### src/rtl/div16_iter_pkg.sv
// div16_iter_pkg: shared definitions for the iterative 16-bit divider.
//   state_t    - FSM state encoding (IDLE/RUN/SIGN/DONE)
//   DIV_ITERS  - restoring steps per division
//   DIV_ZERO_Q - quotient reported on divide-by-zero
//   mag16()    - magnitude of a 16-bit operand when signed, else pass-through
package div16_iter_pkg;

   typedef enum logic [1:0] {
      IDLE = 2'b00,
      RUN  = 2'b01,
      SIGN = 2'b10,
      DONE = 2'b11
   } state_t;

   localparam int          DIV_ITERS  = 16;
   localparam logic [15:0] DIV_ZERO_Q = 16'hFFFF;

   // |0x8000| stays 0x8000 and is then treated as an unsigned magnitude.
   function automatic logic [15:0] mag16(input logic [15:0] v, input logic is_signed);
      if (is_signed && v[15]) begin
         return (~v) + 16'd1;
      end
      return v;
   endfunction

endpackage

### src/rtl/div16_iter_step.sv
// div16_iter_step: one combinational restoring-division step.
//   p      - 17-bit partial remainder in
//   q      - 16-bit dividend/quotient shift register in
//   d      - 16-bit divisor magnitude
//   p_nxt  - partial remainder after the step
//   q_nxt  - shift register after the step (new quotient bit in LSB)
module div16_iter_step (
   input  logic [16:0] p,
   input  logic [15:0] q,
   input  logic [15:0] d,
   output logic [16:0] p_nxt,
   output logic [15:0] q_nxt
);

   logic [16:0] shifted;
   logic [16:0] trial;

   always_comb begin
      shifted = {p[15:0], q[15]};
      trial   = shifted - {1'b0, d};
      // A clear borrow bit means the divisor fit: keep the difference.
      if (!trial[16]) begin
         p_nxt = trial;
         q_nxt = {q[14:0], 1'b1};
      end else begin
         p_nxt = shifted;
         q_nxt = {q[14:0], 1'b0};
      end
   end

endmodule

### src/rtl/div16_iter.sv
// div16_iter: multi-cycle signed/unsigned 16-bit restoring divider.
//   clk, rst     - clock; synchronous active-low reset
//   start        - request, sampled only in IDLE together with operands
//   signed_op    - 1 = two's-complement divide, 0 = unsigned
//   dividend     - numerator
//   divisor      - denominator
//   busy         - high whenever the FSM is not IDLE
//   done         - one-cycle pulse; results valid and held afterwards
//   quotient     - registered quotient
//   remainder    - registered remainder (sign follows dividend)
//   div_by_zero  - registered divide-by-zero flag
//   ofl          - registered signed overflow flag (0x8000 / 0xFFFF)
// Handshake: start is a single-cycle request accepted only while busy is
// low; while busy is high start is ignored, and the pipeline captures
// results in the cycle done is high.
module div16_iter
   import div16_iter_pkg::*;
#(
   parameter int WIDTH = 16,
   parameter int ITERS = DIV_ITERS
) (
   input  logic             clk,
   input  logic             rst,
   input  logic             start,
   input  logic             signed_op,
   input  logic [WIDTH-1:0] dividend,
   input  logic [WIDTH-1:0] divisor,
   output logic             busy,
   output logic             done,
   output logic [WIDTH-1:0] quotient,
   output logic [WIDTH-1:0] remainder,
   output logic             div_by_zero,
   output logic             ofl
);

   state_t      state, state_nxt;
   logic [3:0]  cnt;
   logic [16:0] p_r;
   logic [15:0] q_r, d_r;
   logic [15:0] a_r, b_r;
   logic        sop_r, neg_q, neg_r;
   logic [16:0] p_nxt;
   logic [15:0] q_nxt;
   logic        ofl_case;

   div16_iter_step u_step (
      .p     (p_r),
      .q     (q_r),
      .d     (d_r),
      .p_nxt (p_nxt),
      .q_nxt (q_nxt)
   );

   always_ff @(posedge clk) begin
      if (!rst) begin
         state <= IDLE;
      end else begin
         state <= state_nxt;
      end
   end

   always_comb begin
      state_nxt = state;
      case (state)
         IDLE: if (start) state_nxt = (divisor == '0) ? DONE : RUN;
         RUN:  if (cnt == 4'(ITERS - 1)) state_nxt = SIGN;
         SIGN: state_nxt = DONE;
         DONE: state_nxt = IDLE;
         default: state_nxt = IDLE;
      endcase
   end

   assign busy = (state != IDLE);
   assign done = (state == DONE);

   // Overflow is judged on the latched raw operands, not the magnitudes.
   assign ofl_case = sop_r && (a_r == 16'h8000) && (b_r == 16'hFFFF);

   always_ff @(posedge clk) begin
      if (!rst) begin
         cnt         <= '0;
         p_r         <= '0;
         q_r         <= '0;
         d_r         <= '0;
         a_r         <= '0;
         b_r         <= '0;
         sop_r       <= 1'b0;
         neg_q       <= 1'b0;
         neg_r       <= 1'b0;
         quotient    <= '0;
         remainder   <= '0;
         div_by_zero <= 1'b0;
         ofl         <= 1'b0;
      end else begin
         case (state)
            IDLE: begin
               if (start) begin
                  a_r   <= dividend;
                  b_r   <= divisor;
                  sop_r <= signed_op;
                  if (divisor == '0) begin
                     quotient    <= DIV_ZERO_Q;
                     remainder   <= dividend;
                     div_by_zero <= 1'b1;
                     ofl         <= 1'b0;
                  end else begin
                     q_r   <= mag16(dividend, signed_op);
                     d_r   <= mag16(divisor, signed_op);
                     p_r   <= '0;
                     cnt   <= '0;
                     neg_q <= signed_op & (dividend[15] ^ divisor[15]);
                     neg_r <= signed_op & dividend[15];
                  end
               end
            end
            RUN: begin
               p_r <= p_nxt;
               q_r <= q_nxt;
               cnt <= cnt + 4'd1;
            end
            SIGN: begin
               div_by_zero <= 1'b0;
               ofl         <= ofl_case;
               if (ofl_case) begin
                  quotient  <= 16'h8000;
                  remainder <= 16'h0000;
               end else begin
                  quotient  <= neg_q ? (~q_r) + 16'd1 : q_r;
                  remainder <= neg_r ? (~p_r[15:0]) + 16'd1 : p_r[15:0];
               end
            end
            default: begin
            end
         endcase
      end
   end

endmodule

### config.mk
export PLATFORM = sky130hd
export DESIGN_NAME = div16_iter
export DESIGN_NICKNAME = d
export VERILOG_FILES = /design/src/rtl/div16_iter_pkg.sv /design/src/rtl/div16_iter_step.sv /design/src/rtl/div16_iter.sv
export SDC_FILE = /design/constraint.sdc
export NUM_CORES = 1
export LEC_CHECK = 0
export BUFFER_PORTS_ARGS = -buffer_cell sky130_fd_sc_hd__buf_4
export CAP_MARGIN = 5
export CELL_PAD_IN_SITES_DETAIL_PLACEMENT = 1
export CELL_PAD_IN_SITES_GLOBAL_PLACEMENT = 2
export CORE_MARGIN = 1.5
export CORE_UTILIZATION = 33
export CTS_BUF_LIST = sky130_fd_sc_hd__clkbuf_4 sky130_fd_sc_hd__clkbuf_8
export DETAILED_ROUTE_END_ITERATION = 12
export GPL_TIMING_DRIVEN = 0
export HOLD_SLACK_MARGIN = 0.12
export PLACE_DENSITY = 0.9
export SYNTH_ARGS = -nofsm -noshare
export SYNTH_HDL_FRONTEND = slang
export SYNTH_SLANG_ARGS = --single-unit
### constraint.sdc
create_clock -name clk -period 2.53 [get_ports clk]
set_input_delay 0.1265 -clock clk [delete_from_list [all_inputs] [get_ports clk]]
set_output_delay 0.1265 -clock clk [all_outputs]
set_load 0.01 [all_outputs]
==> flow_metrics.tcl <==
set metrics [dict create \
    critPathMaxStageDelay_ns 0.45 \
    yosysTopAreaCellShare 0.341 \
    fin_total_pwr_uw 9600 \
    num_antenna_cells 0 \
    finalSetupViolCount 1 \
    ys_seq_elements 123 \
    nets 1090 \
    syn_area_per_cell_um2 8.07 \
    synth-adder-area-share 0.0479 \
    drt_pass1_iterations 5 \
    fmax_ghz 0.384 \
    finalHoldViolCount 0 \
    crit_family "simple AND/OR/NAND/NOR gates" \
    period_needed_ns 2.60 \
    status "finished with violations" \
    cts_buffers 17 \
    fp.dieH_um 151 \
    cp_max_fo 7 \
    max-clock-path-buffers 2 \
    rows 53 \
    wl_per_cell_um 20.0 \
    drv_slew 0 \
    crit_chain "ha_2, nand4_1, or2_2, o2111ai_2, a211oi_4, buf_6, or3b_2, o21ai_0" \
    syn_area_mm2 0.00721 \
    vias_per_cell 5.56 \
    clock_latency_ns 0.47 \
    core_area_mm2 0.0212 \
    port_buffers 68 \
    drt_iter0_markers 382 \
    synthFlopType "dfxtp_1" \
    vdd_drop_max_mv 0.446 \
    cts_tree "yes" \
    synth_xor_area_frac 0.0753 \
    arrival_ns 2.98 \
    leakage_uw 0.00366 \
    drive_gt1_frac 0.199 \
    grt_pass1_wl_um 40300 \
    maxCapViolCount 0 \
    wl_um 26300 \
    cts_root_buf "clkbuf_8" \
    dp_hpwl_um 19100 \
    synth_mux_area_frac 0.0309 \
    ys_seq_area_frac 0.341 \
    synth_top_family_by_area "compound AO/OA/AOI/OAI gates" \
    synthCells 894 \
    htree_levels 4 \
    cp.required_ns 2.91 \
    synth_top_area_cell "dfxtp_1" \
    finalCritPeriodShare 1.03 \
    cp-start-kind "flip-flop" \
    track_usage 0.233 \
    synth_compound_area_frac 0.250 \
    final_antenna_net_count 0 \
    finalClockSkew_ns 0.0146 \
    worst-slew-pin-transition_ns 0.802 \
    grt_overflow_total 0 \
    async_reset_ff_frac 0 \
    violations "setup timing" \
    grt_pass1_vias 7351 \
    syn_to_final_growth_pct 27.8 \
    initial_utilization 0.340 \
    path_buf_inv 1 \
    ys_top_cells_by_area "dfxtp_1 (34%), nand2_1 (7.1%), a21oi_1 (4.9%)" \
    cp_slowest_cell "or3b_2" \
    utilization 0.435 \
    holdCritPathClass "in2reg" \
    gp_congestion 0.862 \
    worst-setup-path-type "reg2reg" \
    syn_nets 957 \
    fin_ws_ns -0.0730 \
    antenna_found_initial 0 \
    ioPinCount 72 \
    cts.sinks 123 \
    endpoint_kind "flip-flop" \
    maxSlewHeadroom 0.465 \
    fp.dieW_um 151 \
    drc 0 \
    tns_ns -0.0730 \
    fill_cells 2559 \
    fp.dieArea_mm2 0.0228 \
    yosysWarnings 0 \
    power_density_mw_per_mm2 1040 \
    synth_edf_count 0 \
    clkSlewWorstSetupHoldPaths_ns 0.08 \
    vias 7310 \
    synth-simple-area-share 0.206 \
    pre_cts_slack_ns -0.723 \
    synth.distinct_cells 79 \
    grt_max_degree 17 \
]
-- tightest hold or removal path, cell delays in order --
cell and delay [ns]:
buf_4 0.12, nand2_4 0.13, nand2_1 0.10, a21oi_1 0.05
-- worst paths after layout --
| check | from | to | slack [ns] | cells past startpoint |
|---|---|---|---|---|
| hold / removal | start | a_r[4]$_SDFFE_PN0P_ | 0.12 | 4 |
| setup / recovery | p_r[11]$_SDFFE_PN0P_ | p_r[11]$_SDFFE_PN0P_ | -0.07 | 8 |
| setup reg to reg | p_r[11]$_SDFFE_PN0P_ | p_r[11]$_SDFFE_PN0P_ | -0.07 | 8 |
| hold reg to reg | b_r[12]$_SDFFE_PN0P_ | b_r[12]$_SDFFE_PN0P_ | 0.46 | 2 |
-- cells in the final DEF (no fill, tap or decap), drive strengths merged, types with 6 or more instances in the layout --
cell / synthesis / final
nand2: 138 / 138
dfxtp: 123 / 123
buf: 16 / 100
a21oi: 73 / 73
o21ai: 66 / 66
clkbuf: 37 / 58
nor2: 57 / 57
xor2: 36 / 36
dlygate4sd3: 0 / 33
inv: 30 / 30
xnor2: 26 / 26
ha: 26 / 26
mux2i: 20 / 20
o31ai: 19 / 19
a211oi: 18 / 18
o22ai: 17 / 17
nor3: 17 / 17
a22oi: 16 / 16
nand3: 12 / 12
o211ai: 12 / 12
o211a: 10 / 10
or4: 10 / 10
nand2b: 8 / 8
a32oi: 8 / 8
or3: 7 / 7
o41ai: 7 / 7
and2: 7 / 7
nand4: 6 / 6
nor2b: 6 / 6
o2111ai: 6 / 6
nor4: 6 / 6
-- layout make-up --
type	count	area, µm²	area share
multi-input cells	687	4610	0.500
flip-flops and latches	123	2480	0.269
repair buffers	117	965	0.105
well taps	275	344	0.0373
clock buffers	24	318	0.0345
plain buffers	50	248	0.0269
clock inverters	7	135	0.0147
inverters	31	116	0.0126
-- per-stage QoR --
stage | cells | instance area (µm²) | hold WS (ns)
after global routing | 1314 | 9220 | 0.132
final | 1314 | 9220 | 0.117
after floorplan | 894 | 7220 | 0.262
after CTS | 1303 | 8960 | 0.138
after detailed placement | 1237 | 8070 | 0.423
after global placement | 1237 | 8070 | 0.414
-- synthesized netlist by cell type, types with 7 or more instances --
cell,count
xnor2_1,26
xor2_1,36
o31ai_1,18
and2_1,7
a22oi_1,16
buf_2,12
nand2b_1,8
nor3_1,17
ha_1,26
a21oi_1,71
nor2_1,56
nand3_1,12
clkbuf_1,36
or3_1,7
nand2_1,137
a32oi_1,7
mux2i_1,20
o211ai_1,12
o41ai_1,7
o22ai_1,17
o211a_1,10
dfxtp_1,123
a211oi_1,17
or4_1,7
o21ai_0,62
inv_1,29
-- cell families after synthesis --
kind of cell	Yosys count
muxes	22
xor gates and xnor gates	62
buffers and inverters	84
and+or+nand+nor	301
AOI/OAI and AO/OA	275
adders and majority gates	27
DFF	123
-- sequential cells by signal, summed over array words and instances (netlist names) --
| name | count |
|---|---|
| cnt | 4 |
| remainder | 16 |
| d_r | 16 |
| state | 2 |
| neg_q | 1 |
| ofl | 1 |
| sop_r | 1 |
| div_by_zero | 1 |
| quotient | 16 |
| q_r | 16 |
| neg_r | 1 |
| b_r | 16 |
| p_r | 16 |
| a_r | 16 |
-- layer usage --
layer / vias up / GRT usage / wire length (µm)
met2: 162 / 0.407 / 13000
met5: - / 0 / 0
li1: 3495 / - / -
met1: 3601 / 0.285 / 11600
met4: 0 / 0.0937 / 820
met3: 52 / 0.0340 / 859
-- timing repair --
item,4_1_cts,5_1_grt
setup endpoints to repair,61,39
endpoints found under the hold margin,64,0
pin swaps,4,11
gates resized for setup,23,59
hold buffers,33,0
buffers inserted,4,11
cloned,0,1
-- where the power goes --
part / internal (µW) / switching (µW) / leakage (µW) / total (µW)
clock network: 1220 / 816 / 0.000236 / 2030
logic: 2020 / 2850 / 0.00241 / 4870
registers: 2330 / 369 / 0.00101 / 2700
total: 5570 / 4040 / 0.00366 / 9600
Note: power is estimated with default switching activity, not from simulation.
